**src/rtl/tap_shift_buffer.sv**
```systemverilog
// Tapped delay line of DEPTH samples (tap 0 = newest) with fill tracking, flush,
// full-ring recirculation and a registered random-access read port.
module tap_shift_buffer #(
    parameter int unsigned DATA_W = 16,
    parameter int unsigned DEPTH  = 64,
    parameter int unsigned ADDR_W = $clog2(DEPTH),
    parameter int unsigned CNT_W  = $clog2(DEPTH + 1)
) (
    input  logic              clk,
    input  logic              rst,
    input  logic              shift,
    input  logic              rot,
    input  logic              clr,
    input  logic [DATA_W-1:0] din,
    input  logic              rd_en,
    input  logic [ADDR_W-1:0] addr,
    output logic [DATA_W-1:0] dout,
    output logic              dout_vld,
    output logic              addr_err,
    output logic [CNT_W-1:0]  count,
    output logic              full
);

    localparam int unsigned LineW = DEPTH * DATA_W;

    // Stage k occupies bits [k*DATA_W +: DATA_W]; stage 0 sits in the low bits.
    logic [LineW-1:0]  stage_q, stage_d;
    logic [CNT_W-1:0]  count_q, count_d;
    logic              full_q;
    logic [DATA_W-1:0] dout_q;
    logic              dout_vld_q, addr_err_q;
    logic              in_range;

    // addr is never wider than count, so widening makes out-of-depth addresses fail too.
    assign in_range = CNT_W'(addr) < count_q;

    always_comb begin
        stage_d = stage_q;
        count_d = count_q;
        if (clr) begin
            stage_d = '0;
            count_d = '0;
        end else if (shift) begin
            stage_d = {stage_q[LineW-DATA_W-1:0], din};
            if (!full_q) begin
                count_d = count_q + CNT_W'(1);
            end
        end else if (rot && full_q) begin
            stage_d = {stage_q[LineW-DATA_W-1:0], stage_q[LineW-1 -: DATA_W]};
        end
    end

    always_ff @(posedge clk) begin
        if (rst) begin
            stage_q    <= '0;
            count_q    <= '0;
            full_q     <= 1'b0;
            dout_q     <= '0;
            dout_vld_q <= 1'b0;
            addr_err_q <= 1'b0;
        end else begin
            stage_q    <= stage_d;
            count_q    <= count_d;
            full_q     <= (count_d == CNT_W'(DEPTH));
            dout_vld_q <= rd_en;
            addr_err_q <= rd_en && !in_range;
            // Reads see pre-update contents; dout holds when no read is issued.
            if (rd_en) begin
                dout_q <= in_range ? stage_q[addr*DATA_W +: DATA_W] : '0;
            end
        end
    end

    assign dout     = dout_q;
    assign dout_vld = dout_vld_q;
    assign addr_err = addr_err_q;
    assign count    = count_q;
    assign full     = full_q;

endmodule

```
**config.mk**
```make
export PLATFORM = sky130hd
export DESIGN_NAME = tap_shift_buffer
export DESIGN_NICKNAME = d
export VERILOG_FILES = /design/src/rtl/tap_shift_buffer.sv
export SDC_FILE = /design/constraint.sdc
export NUM_CORES = 2
export LEC_CHECK = 0
export CORE_MARGIN = 2
export CORE_UTILIZATION = 55
export DETAILED_ROUTE_END_ITERATION = 10
export GPL_ROUTABILITY_DRIVEN = 0
export PLACE_DENSITY = 0.71
export SETUP_SLACK_MARGIN = 0.05
export SLEW_MARGIN = 0
export SYNTH_ARGS = -nofsm -noshare
export SYNTH_HDL_FRONTEND = slang
export SYNTH_SLANG_ARGS = --single-unit
```
**constraint.sdc**
```tcl
create_clock -name clk -period 3.55 [get_ports clk]
set_input_delay 0.71 -clock clk [delete_from_list [all_inputs] [get_ports clk]]
set_output_delay 0.71 -clock clk [all_outputs]
set_load 0.02 [all_outputs]
```
### Word level (Yosys, flattened, before mapping)

Index checks and enable logic that the tools add are counted.

* register bits: 1050
* bits of input ports: 28
* output and inout bits: 26
* word-level logic and storage cells: 21

* add/sub/neg operators: 1
* order comparisons: 1
* equality and inequality tests: 1
* shift-type cells: 1
* multiplexer cells: 6
* reduce and logical (&&, ||, !) cells: 5

Operator list (number)
* 1024-bit two-way mux: 2
* 1024-bit by 11-bit variable part select with 16-bit output: 1
* 7-bit two-way mux: 3
* 16-bit two-way mux: 1
* 7-bit by 1-bit adder with 7-bit output (second input constant): 1
* 7-bit equality test (second input constant): 1
* 6-bit by 7-bit < comparator with 1-bit output: 1
* 1-bit logical AND: 2
* 2-bit nonzero test: 1
* 2-bit OR reduction: 1
* 1-bit logical NOT: 1

### Longest topological paths before layout

* depth in word-level cells: 5
* mapped depth: 11
* depth with buffers taken out: 8

### Worst setup path before layout

No wires, ideal clock.

* kind: input to register
* start point: input addr[2]
* end point: register dout_q[10], in the netlist dout[10]
* data arrival time: 2.362 ns
* slack: 1.062 ns
* stages on the path: 9
* path buffers: 4
* path through: buf_2 -> buf_2 -> buf_4 -> buf_2 -> mux4_2 -> a211oi_1 -> nor3_1 -> a32oi_1 -> nand3_1

* cells in the longest elaborated chain, start to end: 2
* elaborated cells between the ends (all ways): 3

RTL lines
* from (decl): line 16 `input logic [ADDR_W-1:0] addr,`
* 1024-bit by 11-bit variable part select with 16-bit output / 6-bit by 7-bit < comparator with 1-bit output (equally long branches): line 69, 35
* 16-bit two-way mux *: line 69 `dout_q <= in_range ? stage_q[addr*DATA_W +: DATA_W] : '0;`
* to (signal assigned): line 69
* to (decl): line 30 `logic [DATA_W-1:0] dout_q;`

Mark *: on every way between the ends. The rest lies on a longest branch, timed or not.
A chain may end at the register's enable or synchronous reset.

### Worst setup path after layout

* start point: input addr[3]
* end point: register dout_q[6], in the netlist dout[6]

Same word-level chain as after synthesis.

==> out/results.ini <==
[placement]
numPortBuffers = 53
dpl_cell_area_sq_um = 45800
dp_hpwl_mm = 66.6
dp_cells = 6030

[critical_path]
critPathLaunchType = primary input
r2r_start = count[1]$_SDFF_PP0_
rrSetupSlack_ps = 590
r2r_cells = 7
end_kind = register
critPathKind = in2reg
crit_fanout = 16
crit_arrival_ps = 3620
r2r_end = dout[6]$_SDFFE_PP0P_
cp_data_required_time_ps = 4150

[yosys]
synthSimpleGateAreaFrac_pct = 18.9
syn_avg_cell_area_sq_um = 8.45
yosysWarnings = 0
yosysSeqAreaShare_pct = 47.5
synth_fa_ha_area_share_pct = 0.170
synth_top_family_by_area = simple AND/OR/NAND/NOR gates
muxShareOfSynthArea_pct = 15.1
synth-xor-area-share_pct = 0.139
ys.flop_type = dfxtp_1
synth_area_sq_um = 44200
synthesis.nets = 5269
async_flop_share_pct = 0
synth_edf_count = 0
synth-compound-area-share_pct = 13.9
synth_seq_cells = 1050
syn_inst = 5235
synth_cell_types = 45

[timing]
worst_pin_slew_ps = 1180
rsz0062_at_grt = no
clock-skew-final_ps = 29.8
fin_crit_sh_pct = 85.0
maxSlewHeadroom_pct = 21.0
hold_violations = 0
fmax_ghz = 0.331
setup_viol = 0
maxSlewViolCount = 0
finalCriticalPeriod_ps = 3020

[power]
power_frac_comb_pct = 5.4
p_per_area_nw_per_um2 = 502
power.leakage_nw = 15.5
irDropWorstVdd_mv = 0.424
p_clk_share_pct = 47.1
p_seq_share_pct = 47.5
p_int_mw = 19.2
switchingPower_mw = 5.68
swShare_pct = 22.9

[clock_tree]
insertion_delay_ps = 680
cts_buffer_depth = 3
cts.htree.levels = 3
post_cts_buffers = 0
cts-root-buf = clkbuf_16
cts_buffers = 109
cts_hold_buf = 0
cts_tree = done
clock-sinks = 1050
post_cts_resized = 0
path_clk_slew_ps = 60

[worst_hold_path]
worst_hold_path.endpoint = stage_q[987]$_SDFFE_PP0P_
hold_start = stage_q[971]$_SDFFE_PP0P_
hold_class = reg2reg
holdPathStages = 2

[route]
ant_nets = 0
drc = 0
totalWireLength_mm = 107
initialDrtViolationCount = 3272
wl_per_cell_um = 17.2
post_drt_via_cell_ratio = 5.73
num_vias = 35696
dr.pass1.iters = 6

[cells_and_area]
fin_nets = 5115
final_area_sq_um = 49500
syn2layout_area_growth_pct = 11.9
diodes = 0
stdcell_count = 6231
drive_gt1_share_pct = 10.3
num-fill-cells = 6704

[global_route]
grt_pass1_vias = 32873
antenna_found_initial = 3
use_met2_pct = 38.9
grt_max_degree = 156
use_met3_pct = 4.21
grt_pass1_wl_mm = 174
overflow = 0
top_usage_layer = met2
track_usage_pct = 25.5
use_met1_pct = 37.3

[run]
cap_violations = 0

[floorplan]
die_y_um = 288
num_rows = 104
io_pins = 54
core-area_sq_um = 80000
die_area_sq_um = 82700
start_util_pct = 55.3
fp.dieW_um = 288

[run_status]
run_status = completed

-- layout by cell type (no fill, tap or decap), drive strengths merged, types with 2 or more instances in the layout --
cell	synthesis	routed
a21o	2	2
a32oi	16	16
o211ai	2	2
mux2i	161	161
nor4	3	3
and3	2	2
mux2	3	3
nor2b	19	19
nand3	18	18
a211oi	32	32
nand2	2038	2038
nor2	32	32
a22oi	60	60
ha	6	6
bufinv	0	9
a21oi	1043	1043
dfxtp	1050	1050
clkbuf	327	169
inv	9	14
nand2b	32	32
xnor2	7	7
clkdlybuf4s50	0	50
buf	113	125
mux4	223	223
o22ai	2	2
nor3	19	19
a41oi	2	2
clkinvlp	0	4
clkinv	1	15
-- cells in the mapped netlist (all sizes together), types with 7 or more instances --
master / instances / area (sq um)
a211oi: 32 / 255
a21oi: 1043 / 5220
a22oi: 60 / 450
a32oi: 16 / 140
buf: 113 / 633
clkbuf: 327 / 1230
dfxtp: 1050 / 21000
inv: 9 / 33.8
mux2i: 161 / 1610
mux4: 223 / 5020
nand2: 2038 / 7650
nand2b: 32 / 200
nand3: 18 / 90.1
nor2: 32 / 120
nor2b: 19 / 119
nor3: 19 / 95.1
xnor2: 7 / 61.3
-- layer usage --
layer,part of all wire (%),vias to the layer above
li1,-,17391
met1,46,17233
met2,45,922
met3,6.2,146
met4,2.2,4
met5,0.022,-
-- worst max-delay path by stage --
stage                     slack, ps  startpoint               endpoint
after global routing            430     addr[3]   dout[6]$_SDFFE_PP0P_
after detailed placement       -0.2     addr[3]   dout[6]$_SDFFE_PP0P_
after floorplan                1060     addr[2]  dout[10]$_SDFFE_PP0P_
after global placement            9     addr[3]   dout[6]$_SDFFE_PP0P_
after CTS                       680     addr[3]   dout[6]$_SDFFE_PP0P_
final                           530     addr[3]   dout[6]$_SDFFE_PP0P_
-- state kept, by name (all words and copies together) (netlist names) --
name      count
count         7
dout_vld      1
dout         16
addr_err      1
stage_q    1024
full          1
-- critical path, cell delays in order --
cell	delay, ps
clkdlybuf4s50_1	620
ha_1	280
o2111ai_1	360
o21a_1	990
a32oi_1	460
nand3_1	180
-- power by group through the flow --
stage	logic [mW]	clock network (mW)	registers (mW)
floorplan	0.908	0	12.1
global placement	1.34	0	12.1
detailed placement	1.34	0	12.1
CTS	1.34	11.9	11.8
global route	1.44	12.4	11.8
finish	1.34	11.7	11.8
-- cell type report --
cell class              instances  area [sq um]  share of cell area, %
repair buffers                175          2070                   4.17
inverters                      10          37.5                 0.0758
flip-flops and latches       1050         21000                   42.5
well taps                    1060          1330                   2.68
clock buffers                 169          3270                   6.61
multi-input cells            3735         21400                   43.1
clock inverters                32           432                  0.872
-- through the flow --
step / hold slack [ps] / power (mW) / utilization, % / setup WS [ps] / TNS, ps
final: 459 / 24.9 / 61.9 / 531 / 0
after global routing: 475 / 25.6 / 61.9 / 432 / 0
after CTS: 455 / 25.0 / 61.9 / 682 / 0
after detailed placement: 456 / 13.4 / 57.2 / -0.183 / -0.183
after global placement: 449 / 13.4 / 57.2 / 9.34 / 0
after floorplan: 441 / 13.0 / - / 1060 / 0
-- logic make-up (layout without fill, tap and decap cells) --
family | count (synthesis) | count (layout)
buffers and inverters | 450 | 386
AOI/OAI and AO/OA | 1165 | 1165
adders and majority gates | 6 | 6
muxes | 387 | 387
and+or+nand+nor | 2170 | 2170
DFF | 1050 | 1050
xor gates and xnor gates | 7 | 7
Note: power is estimated with default switching activity, not from simulation.
